$ cat src/rtl/mips_ctrl_pkg.sv
// Shared encodings for the multi-cycle MIPS control FSM: states, opcodes,
// datapath mux selects and the packed control word.
package mips_ctrl_pkg;

    localparam logic [3:0] ST_FETCH     = 4'd0;
    localparam logic [3:0] ST_DECODE    = 4'd1;
    localparam logic [3:0] ST_MEM_ADDR  = 4'd2;
    localparam logic [3:0] ST_MEM_READ  = 4'd3;
    localparam logic [3:0] ST_MEM_WB    = 4'd4;
    localparam logic [3:0] ST_MEM_WRITE = 4'd5;
    localparam logic [3:0] ST_EXECUTE   = 4'd6;
    localparam logic [3:0] ST_ALU_WB    = 4'd7;
    localparam logic [3:0] ST_BRANCH    = 4'd8;
    localparam logic [3:0] ST_JUMP      = 4'd9;
    localparam logic [3:0] ST_ADDI_EX   = 4'd10;
    localparam logic [3:0] ST_ADDI_WB   = 4'd11;

    localparam logic [5:0] OP_RTYPE = 6'b000000;
    localparam logic [5:0] OP_LW    = 6'b100011;
    localparam logic [5:0] OP_SW    = 6'b101011;
    localparam logic [5:0] OP_BEQ   = 6'b000100;
    localparam logic [5:0] OP_J     = 6'b000010;
    localparam logic [5:0] OP_ADDI  = 6'b001000;

    localparam logic [1:0] ALUOP_ADD   = 2'b00;
    localparam logic [1:0] ALUOP_SUB   = 2'b01;
    localparam logic [1:0] ALUOP_FUNCT = 2'b10;

    localparam logic [1:0] SRCB_B       = 2'b00;
    localparam logic [1:0] SRCB_FOUR    = 2'b01;
    localparam logic [1:0] SRCB_IMM     = 2'b10;
    localparam logic [1:0] SRCB_IMM_SH2 = 2'b11;

    localparam logic [1:0] PCSRC_ALU    = 2'b00;
    localparam logic [1:0] PCSRC_ALUOUT = 2'b01;
    localparam logic [1:0] PCSRC_JUMP   = 2'b10;

    typedef struct packed {
        logic       pc_write;
        logic       pc_write_cond;
        logic       i_or_d;
        logic       mem_read;
        logic       mem_write;
        logic       ir_write;
        logic       mem_to_reg;
        logic       reg_dst;
        logic       reg_write;
        logic       alu_src_a;
        logic [1:0] alu_src_b;
        logic [1:0] alu_op;
        logic [1:0] pc_source;
        logic       instr_done;
        logic       illegal_op;
    } ctrl_t;

    function automatic logic is_legal_op(input logic [5:0] op);
        return (op == OP_RTYPE) || (op == OP_LW) || (op == OP_SW) ||
               (op == OP_BEQ) || (op == OP_J) || (op == OP_ADDI);
    endfunction

endpackage

$ cat src/rtl/mc_output_decode.sv
// Combinational control-word decode for the multi-cycle FSM. Mostly Moore,
// with mem_ready gating the FETCH loads and the store's completion pulse.
module mc_output_decode
    import mips_ctrl_pkg::*;
(
    input  logic [3:0] state,
    input  logic       mem_ready,
    input  logic [5:0] opcode,
    output ctrl_t      ctrl
);

    always_comb begin
        ctrl = '0;
        case (state)
            ST_FETCH: begin
                ctrl.mem_read  = 1'b1;
                ctrl.alu_src_b = SRCB_FOUR;
                ctrl.alu_op    = ALUOP_ADD;
                ctrl.ir_write  = mem_ready;
                ctrl.pc_write  = mem_ready;
            end
            ST_DECODE: begin
                // ALU precomputes the branch target while the opcode is decoded
                ctrl.alu_src_b = SRCB_IMM_SH2;
                ctrl.alu_op    = ALUOP_ADD;
                if (!is_legal_op(opcode)) begin
                    ctrl.illegal_op = 1'b1;
                    ctrl.instr_done = 1'b1;
                end
            end
            ST_MEM_ADDR, ST_ADDI_EX: begin
                ctrl.alu_src_a = 1'b1;
                ctrl.alu_src_b = SRCB_IMM;
                ctrl.alu_op    = ALUOP_ADD;
            end
            ST_MEM_READ: begin
                ctrl.mem_read = 1'b1;
                ctrl.i_or_d   = 1'b1;
            end
            ST_MEM_WB: begin
                ctrl.reg_write  = 1'b1;
                ctrl.mem_to_reg = 1'b1;
                ctrl.instr_done = 1'b1;
            end
            ST_MEM_WRITE: begin
                ctrl.mem_write  = 1'b1;
                ctrl.i_or_d     = 1'b1;
                ctrl.instr_done = mem_ready;
            end
            ST_EXECUTE: begin
                ctrl.alu_src_a = 1'b1;
                ctrl.alu_src_b = SRCB_B;
                ctrl.alu_op    = ALUOP_FUNCT;
            end
            ST_ALU_WB: begin
                ctrl.reg_write  = 1'b1;
                ctrl.reg_dst    = 1'b1;
                ctrl.instr_done = 1'b1;
            end
            ST_ADDI_WB: begin
                ctrl.reg_write  = 1'b1;
                ctrl.instr_done = 1'b1;
            end
            ST_BRANCH: begin
                ctrl.alu_src_a     = 1'b1;
                ctrl.alu_src_b     = SRCB_B;
                ctrl.alu_op        = ALUOP_SUB;
                ctrl.pc_write_cond = 1'b1;
                ctrl.pc_source     = PCSRC_ALUOUT;
                ctrl.instr_done    = 1'b1;
            end
            ST_JUMP: begin
                ctrl.pc_write   = 1'b1;
                ctrl.pc_source  = PCSRC_JUMP;
                ctrl.instr_done = 1'b1;
            end
            default: ctrl = '0;
        endcase
    end

endmodule

$ cat src/rtl/multicycle_control.sv
// Main control FSM of the multi-cycle MIPS core: state register, next-state
// logic, and reset gating of the decoded control word.
module multicycle_control
    import mips_ctrl_pkg::*;
#(
    parameter int OP_W    = 6,
    parameter int ALUOP_W = 2
) (
    input  logic               clk,
    input  logic               rst,
    input  logic [OP_W-1:0]    opcode,
    input  logic               mem_ready,
    output logic               pc_write,
    output logic               pc_write_cond,
    output logic               i_or_d,
    output logic               mem_read,
    output logic               mem_write,
    output logic               ir_write,
    output logic               mem_to_reg,
    output logic               reg_dst,
    output logic               reg_write,
    output logic               alu_src_a,
    output logic [1:0]         alu_src_b,
    output logic [ALUOP_W-1:0] alu_op,
    output logic [1:0]         pc_source,
    output logic               instr_done,
    output logic               illegal_op,
    output logic [3:0]         state_out
);

    logic [3:0] state;
    logic [3:0] next_state;
    ctrl_t      dec_ctrl;
    ctrl_t      ctrl;

    always_ff @(posedge clk) begin
        if (rst) begin
            state <= ST_FETCH;
        end else begin
            state <= next_state;
        end
    end

    always_comb begin
        next_state = ST_FETCH;
        case (state)
            ST_FETCH:     next_state = mem_ready ? ST_DECODE : ST_FETCH;
            ST_DECODE: begin
                case (opcode)
                    OP_RTYPE:     next_state = ST_EXECUTE;
                    OP_LW, OP_SW: next_state = ST_MEM_ADDR;
                    OP_BEQ:       next_state = ST_BRANCH;
                    OP_J:         next_state = ST_JUMP;
                    OP_ADDI:      next_state = ST_ADDI_EX;
                    default:      next_state = ST_FETCH;
                endcase
            end
            ST_MEM_ADDR: begin
                if (opcode == OP_LW) begin
                    next_state = ST_MEM_READ;
                end else if (opcode == OP_SW) begin
                    next_state = ST_MEM_WRITE;
                end
            end
            ST_MEM_READ:  next_state = mem_ready ? ST_MEM_WB : ST_MEM_READ;
            ST_MEM_WRITE: next_state = mem_ready ? ST_FETCH : ST_MEM_WRITE;
            ST_EXECUTE:   next_state = ST_ALU_WB;
            ST_ADDI_EX:   next_state = ST_ADDI_WB;
            default:      next_state = ST_FETCH;
        endcase
    end

    mc_output_decode u_decode (
        .state     (state),
        .mem_ready (mem_ready),
        .opcode    (opcode),
        .ctrl      (dec_ctrl)
    );

    // Reset masks every output immediately so an abandoned instruction never writes
    assign ctrl      = rst ? '0 : dec_ctrl;
    assign state_out = rst ? ST_FETCH : state;

    assign pc_write      = ctrl.pc_write;
    assign pc_write_cond = ctrl.pc_write_cond;
    assign i_or_d        = ctrl.i_or_d;
    assign mem_read      = ctrl.mem_read;
    assign mem_write     = ctrl.mem_write;
    assign ir_write      = ctrl.ir_write;
    assign mem_to_reg    = ctrl.mem_to_reg;
    assign reg_dst       = ctrl.reg_dst;
    assign reg_write     = ctrl.reg_write;
    assign alu_src_a     = ctrl.alu_src_a;
    assign alu_src_b     = ctrl.alu_src_b;
    assign alu_op        = ctrl.alu_op;
    assign pc_source     = ctrl.pc_source;
    assign instr_done    = ctrl.instr_done;
    assign illegal_op    = ctrl.illegal_op;

endmodule

$ cat config.mk
export PLATFORM = sky130hd
export DESIGN_NAME = multicycle_control
export DESIGN_NICKNAME = d
export VERILOG_FILES = /design/src/rtl/mips_ctrl_pkg.sv /design/src/rtl/mc_output_decode.sv /design/src/rtl/multicycle_control.sv
export SDC_FILE = /design/constraint.sdc
export NUM_CORES = 1
export LEC_CHECK = 0
export ABC_CLOCK_PERIOD_IN_PS = 3000
export CORE_AREA = 2 2 40 46
export DETAILED_ROUTE_END_ITERATION = 10
export DIE_AREA = 0 0 42 48
export PLACE_DENSITY = 0.78
export SKIP_CTS_REPAIR_TIMING = 1
export SLEW_MARGIN = 20
export SYNTH_ARGS = -nofsm -noshare
export SYNTH_HDL_FRONTEND = slang
export SYNTH_SLANG_ARGS = --single-unit
$ cat constraint.sdc
create_clock -name clk -period 3 [get_ports clk]
set_input_delay 0.75 -clock clk [delete_from_list [all_inputs] [get_ports clk]]
set_output_delay 0.75 -clock clk [all_outputs]
set_load 0.02 [all_outputs]
==> results of run 1 <==
-- synthesized netlist by cell type (3+ instances only) --
cell / n
sky130_fd_sc_hd__a21oi_1: 5
sky130_fd_sc_hd__a31oi_1: 5
sky130_fd_sc_hd__and2_1: 3
sky130_fd_sc_hd__and3_1: 3
sky130_fd_sc_hd__buf_2: 3
sky130_fd_sc_hd__buf_4: 3
sky130_fd_sc_hd__dfxtp_1: 4
sky130_fd_sc_hd__nand2_1: 6
sky130_fd_sc_hd__nand2b_1: 3
sky130_fd_sc_hd__nand3_1: 3
sky130_fd_sc_hd__nor2_1: 7
sky130_fd_sc_hd__nor2b_1: 6
sky130_fd_sc_hd__nor3_1: 8
sky130_fd_sc_hd__nor3_2: 4
sky130_fd_sc_hd__o21ai_0: 4
-- cells by family (layout without fill, tap and decap cells) --
logic type | after synthesis | after routing | share of synthesized area [%]
buffers and inverters | 10 | 52 | 9.561
xor gates and xnor gates | 2 | 2 | 2.789
DFF | 4 | 4 | 12.75
AOI/OAI and AO/OA | 22 | 22 | 22.31
and+or+nand+nor | 55 | 55 | 52.59
-- worst paths after layout --
check,from,end,cells after the start
max,rst,reg_write,4
min,state[2]$_SDFF_PP0_,state[2]$_SDFF_PP0_,3
max reg2reg,state[0]$_SDFF_PP0_,state[1]$_SDFF_PP0_,5
min reg2reg,state[2]$_SDFF_PP0_,state[2]$_SDFF_PP0_,3
-- through the flow --
step           util, %  area, µm²  power [mW]  std cells  worst slack (ns)
3_3_place_gp     67.65       1028      0.1379        149           -0.2594
5_1_grt          74.40       1131      0.2199        152         -0.007378
2_1_floorplan        -      628.1     0.09325         93            0.3559
4_1_cts          69.14       1051      0.2092        152           -0.3048
3_5_place_dp     67.65       1028      0.1406        149           -0.3076
6_report         74.40       1131      0.2116        152           0.04971
-- cells in the final DEF (no fill, tap or decap), types with 4 or more instances in the layout --
cell type,count
sky130_fd_sc_hd__buf_4,18
sky130_fd_sc_hd__a31oi_1,5
sky130_fd_sc_hd__nor2b_1,6
sky130_fd_sc_hd__nor2_1,7
sky130_fd_sc_hd__dlymetal6s2s_1,22
sky130_fd_sc_hd__nor3_2,5
sky130_fd_sc_hd__clkdlybuf4s50_1,8
sky130_fd_sc_hd__a21oi_1,5
sky130_fd_sc_hd__dfxtp_1,4
sky130_fd_sc_hd__nor3_1,6
sky130_fd_sc_hd__o21ai_0,4
sky130_fd_sc_hd__nand2_1,6
-- final cells by class --
class / count / area (µm²)
tap: 17 / 21.27
timing repair buffer: 48 / 490.5
sequential: 4 / 80.08
clock buffer: 3 / 22.52
multi-input combinational: 79 / 513.0
inverter: 1 / 3.754
fill: 126 / 389.1
-- layer usage --
metal	global-route usage, %	part of all wire [%]
met5	0	0
met4	19.35	3.3
met3	4.906	6.0
met2	45.94	52
met1	22.89	38
-- worst register-to-register path: cells and delay by family (launching register included) --
family	cells	cell delay, ns
compound gates	3	0.46
flops	1	0.35
simple gates	1	0.30
buf+inv	1	0.19
-- where the power goes --
group	internal (mW)	total, mW	leakage [nW]	switching (mW)
Combinational	0.0439	0.0864	0.729	0.0424
Clock	0.0449	0.0696	0.0138	0.0247
Sequential	0.0546	0.0557	0.0325	0.00110
==> out/summary.txt, run 1 <==
library cell with the largest summed area after synthesis = sky130_fd_sc_hd__dfxtp_1
pin count of the biggest net entering global routing = 19
period utilisation layout = 98.34%
horizontal die dimension = 42 µm
number of synthesis warnings = 0
static leakage = 0.7751 nW
number of failing setup endpoints in the final timing report = 0
CTS max path bufs = 2
maximum fanout count along the critical path = 15
first-pass GRT wire length = 3553 µm
detailed-router iteration count before antenna repair = 4
num rows = 15
MaxCap Viol Count = 0
clock slew at the register clock pins of the worst setup and hold paths = 0.04 ns
die height = 48 µm
hold violation total from the final report = 0
Net Count, Synth = 102
register area share after synthesis = 12.75%
number of buffers inserted during clock tree synthesis = 3
Reg with most FFs = state
total I/O pin count = 31
commonest register cell after synthesis = sky130_fd_sc_hd__dfxtp_1
Total Nets Final = 146
classification of the worst setup path = primary input to output port
result of the run = complete, no violations
pwr/cell area = 187.1 nW/µm²
post-synthesis instance area = 628.1 µm²
minimum setup slack among reg-to-reg paths = 1.57 ns
via density per instance = 5.836
via count = 887
overall die area = 2016 µm²
cell types occupying the most area after synthesis = sky130_fd_sc_hd__dfxtp_1 13%, sky130_fd_sc_hd__nor3_1 6.4%, sky130_fd_sc_hd__nor3_2 6.4%, sky130_fd_sc_hd__nor2b_1 6.0%, sky130_fd_sc_hd__a31oi_1 5.0%
number of diodes added for antenna fixing = 0
data required time at the worst endpoint = 2.25 ns
DPL Wire Length = 1641 µm
Total GRT Usage = 23.82%
number of flip-flops in the largest register = 4
CP top delay family = buffers and inverters
critical path startpoint category = primary input
clock latency on the worst-skew pair = 0.24 ns
Placeable Area = 1520 µm²
antenna violations before repair = 0
Sinks on Clock Net = 4
critical path, cell by cell = clkdlybuf4s50_1 -> buf_4 -> nor2_1 -> clkdlybuf4s50_1
data arrival time at the worst-slack endpoint = 2.20 ns
post-synthesis average cell area = 6.754 µm²
VDD IR-drop max = 0.09974 mV
vias in the first global route = 819
Min-Delay Path Class = register to register
CTS tree = done
root cell of the clock tree = sky130_fd_sc_hd__clkbuf_4
flop and latch count out of synthesis = 4
mean routed wirelength per cell = 15.03 µm
number of buffers inserted by port buffering = 30
First DRT Iteration DRCs = 16
DRT antenna net count = 0
DRC = 0
worst stage delay on the critical path = 0.60 ns
CP dominant cell by count = sky130_fd_sc_hd__clkdlybuf4s50_1
Post-Route WL = 2285 µm
combined buffer and inverter count along the critical path = 3
Synth top area share = 12.75%
capturing element type of the critical path = output port
Slew Limit Headroom = 64.00%
worst hold margin = 0.6448 ns
CTS H-Tree Depth = 1
global-route congestion overflow total = 0
final critical-path required period = 2.950 ns
number of max-slew violations in the final report = 0
slowest stage cell, crit path = sky130_fd_sc_hd__clkdlybuf4s50_1
area added between synthesis and finish = 80.08%
fraction of layout cells with a size suffix above 1 = 22.22%
number of cells produced by synthesis = 93
RePlAce Congestion = 0.8818
largest registers in the final layout = state: 4 flops
Post-Route Skew = 0.0008072 ns
maximum clock frequency = 339.0 MHz
slew at the pin with the worst max-slew slack = 0.5392 ns
count of distinct cell types in the synthesized netlist = 34
starting utilization of the core area = 41.32%
fraction of registers with async set or reset after synthesis = 0%
count of flip-flops with a built-in enable after synthesis = 0
final setup TNS = 0 ns
(Power assumes the default switching activity.)
==> inputs of run 2 (changes only) <==
--- a/config.mk
+++ b/config.mk
@@ -11,7 +11,7 @@
 export DIE_AREA = 0 0 42 48
 export PLACE_DENSITY = 0.78
 export SKIP_CTS_REPAIR_TIMING = 1
-export SLEW_MARGIN = 20
+export SLEW_MARGIN = 40
 export SYNTH_ARGS = -nofsm -noshare
 export SYNTH_HDL_FRONTEND = slang
 export SYNTH_SLANG_ARGS = --single-unit
==> results of run 2 <==
The final DEF is identical to that of run 1; final timing and power are the same.
==> inputs of run 3 (changes only) <==
--- a/config.mk
+++ b/config.mk
@@ -5,11 +5,11 @@
 export SDC_FILE = /design/constraint.sdc
 export NUM_CORES = 1
 export LEC_CHECK = 0
-export ABC_CLOCK_PERIOD_IN_PS = 3000
-export CORE_AREA = 2 2 40 46
+export ABC_CLOCK_PERIOD_IN_PS = 2500
+export CORE_AREA = 2 2 44 50
 export DETAILED_ROUTE_END_ITERATION = 10
-export DIE_AREA = 0 0 42 48
-export PLACE_DENSITY = 0.78
+export DIE_AREA = 0 0 46 52
+export PLACE_DENSITY = 0.69
 export SKIP_CTS_REPAIR_TIMING = 1
 export SLEW_MARGIN = 40
 export SYNTH_ARGS = -nofsm -noshare
==> constraint.sdc (replaced) <==
create_clock -name clk -period 2.5 [get_ports clk]
set_input_delay 0.625 -clock clk [delete_from_list [all_inputs] [get_ports clk]]
set_output_delay 0.625 -clock clk [all_outputs]
set_load 0.02 [all_outputs]
==> run 3 against run 2 <==
Compared with the run above: die area increased by 19%; sequential power increased by 19%; first-iteration DRC count increased by 31%; total power increased by 17%; flip-flop and latch count unchanged.
==> out/summary.txt, run 3 (synthesis results as in run 1) <==
result of the run = complete, no violations
CTS tree = done
data arrival time at the worst-slack endpoint = 1.74 ns
Post-Route WL = 2090 µm
Total Nets Final = 150
global-route congestion overflow total = 0
Placeable Area = 1914 µm²
sequential power share = 26.9%
number of failing setup endpoints in the final timing report = 0
classification of the worst setup path = primary input to output port
vias in the first global route = 746
met1 layer wirelength in the final routing = 805 µm
share of total power in the clock network = 32.0%
final setup TNS = 0 ns
Switching Power = 78.02 µW
fraction of layout cells with a size suffix above 1 = 29.50%
number of diodes added for antenna fixing = 0
root cell of the clock tree = sky130_fd_sc_hd__clkbuf_4
detailed-router iteration count before antenna repair = 4
multi-input gate area in the final layout = 523.0 µm²
DRC = 0
VDD IR-drop max = 0.1453 mV
uppermost routed layer = met4
area added between synthesis and finish = 82.87%
DRT antenna net count = 0
MaxCap Viol Count = 0
wire length on met2 = 1093 µm
hold violation total from the final report = 0
First DRT Iteration DRCs = 21
overall die area = 2392 µm²
via count = 871
static leakage = 0.7759 nW
first-pass GRT wire length = 3139 µm
internal power contribution = 169.7 µW
period utilisation layout = 94.47%
die height = 52 µm
area of all placed cells without fillers = 1149 µm²
switching part of the total = 31.50%
DPL Wire Length = 1595 µm
post-placement cell area = 1054 µm²
RePlAce Congestion = 0.8327
slew at the pin with the worst max-slew slack = 0.3200 ns
minimum setup slack among reg-to-reg paths = 1.01 ns
Min-Delay Path Class = register to register
critical path startpoint category = primary input
number of max-slew violations in the final report = 0
Post-Route Skew = 0.007672 ns
Reg with most FFs = state
number of buffers inserted during clock tree synthesis = 3
capturing element type of the critical path = output port
number of filler instances in the final layout = 184
total I/O pin count = 31
storage element area = 80.08 µm²
CTS H-Tree Depth = 1
starting utilization of the core area = 32.81%
proportion of power drawn by combinational gates = 41.1%
maximum clock frequency = 423.4 MHz
maximum fanout count along the critical path = 6
data required time at the worst endpoint = 1.88 ns
pin count of the biggest net entering global routing = 16
Slew Limit Headroom = 78.33%
RSZ-0062 raised after global routing = false
final critical-path required period = 2.362 ns
final standard cell utilization of the core = 60.00%
antenna violations before repair = 0
pwr/cell area = 215.7 nW/µm²
via density per instance = 5.513
number of flip-flops in the largest register = 4
Sinks on Clock Net = 4
clock slew at the register clock pins of the worst setup and hold paths = 0.04 ns
commonest cells after routing, fill and taps aside = 23 x sky130_fd_sc_hd__dlymetal6s2s_1, 23 x sky130_fd_sc_hd__buf_4, 7 x sky130_fd_sc_hd__nor2_1, 7 x sky130_fd_sc_hd__nor3_1
num rows = 17
largest registers in the final layout = state: 4 flops
number of buffers inserted by port buffering = 30
clock latency on the worst-skew pair = 0.24 ns
horizontal die dimension = 46 µm
Total GRT Usage = 17.42%
mean routed wirelength per cell = 13.23 µm
CTS max path bufs = 2
DR WL met3 = 180 µm
worst hold margin = 0.7073 ns
## run 3: changes by cell type in the layout (fill, tap and decap cells not counted), moves of 2 or more
cell	previous run	this run
sky130_fd_sc_hd__clkbuf_2	0	5
sky130_fd_sc_hd__clkdlybuf4s50_1	8	1
sky130_fd_sc_hd__buf_4	18	23
sky130_fd_sc_hd__nor3_2	5	3
## run 3: power groups by stage
stage / Combinational (mW) / Sequential (mW) / Clock, mW
floorplan: 0.0448 / 0.0671 / 0
global placement: 0.0974 / 0.0675 / 0
detailed placement: 0.0991 / 0.0675 / 0
CTS: 0.0993 / 0.0665 / 0.0818
global route: 0.110 / 0.0667 / 0.0868
finish: 0.102 / 0.0665 / 0.0793
## run 3: final timing paths
check,start,endpoint,cells after the start
worst max-delay path,mem_ready,pc_write,5
worst min-delay path,state[0]$_SDFF_PP0_,state[2]$_SDFF_PP0_,3
worst max register to register,state[2]$_SDFF_PP0_,state[1]$_SDFF_PP0_,5
worst min register to register,state[0]$_SDFF_PP0_,state[2]$_SDFF_PP0_,3
## run 3: stage by stage
stage / total power [mW] / instances / worst slack (ns)
floorplan: 0.1119 / 93 / 0.1059
global placement: 0.1648 / 154 / -0.5018
detailed placement: 0.1666 / 154 / -0.6370
CTS: 0.2476 / 157 / -0.6345
global route: 0.2635 / 158 / 0.04666
finish: 0.2477 / 158 / 0.1382
## run 3: worst max-delay path: stages
cell,delay [ns]
sky130_fd_sc_hd__clkdlybuf4s50_1,0.43
sky130_fd_sc_hd__buf_4,0.17
sky130_fd_sc_hd__and3_1,0.15
sky130_fd_sc_hd__or2_1,0.22
sky130_fd_sc_hd__clkbuf_2,0.15
## run 3: layout make-up
class,instances,share of cell area [%]
Clock buffer,3,1.961
Inverter,1,0.3268
Multi-Input combinational cell,79,45.53
Sequential cell,4,6.972
Tap cell,19,2.070
Timing Repair Buffer,52,43.14
## run 3: metal layers
layer | GRT usage [%] | vias up
met2 | 30.79 | 42
met5 | 0 | -
li1 | - | 444
met3 | 2.431 | 2
met4 | 7.619 | 0
met1 | 19.92 | 383
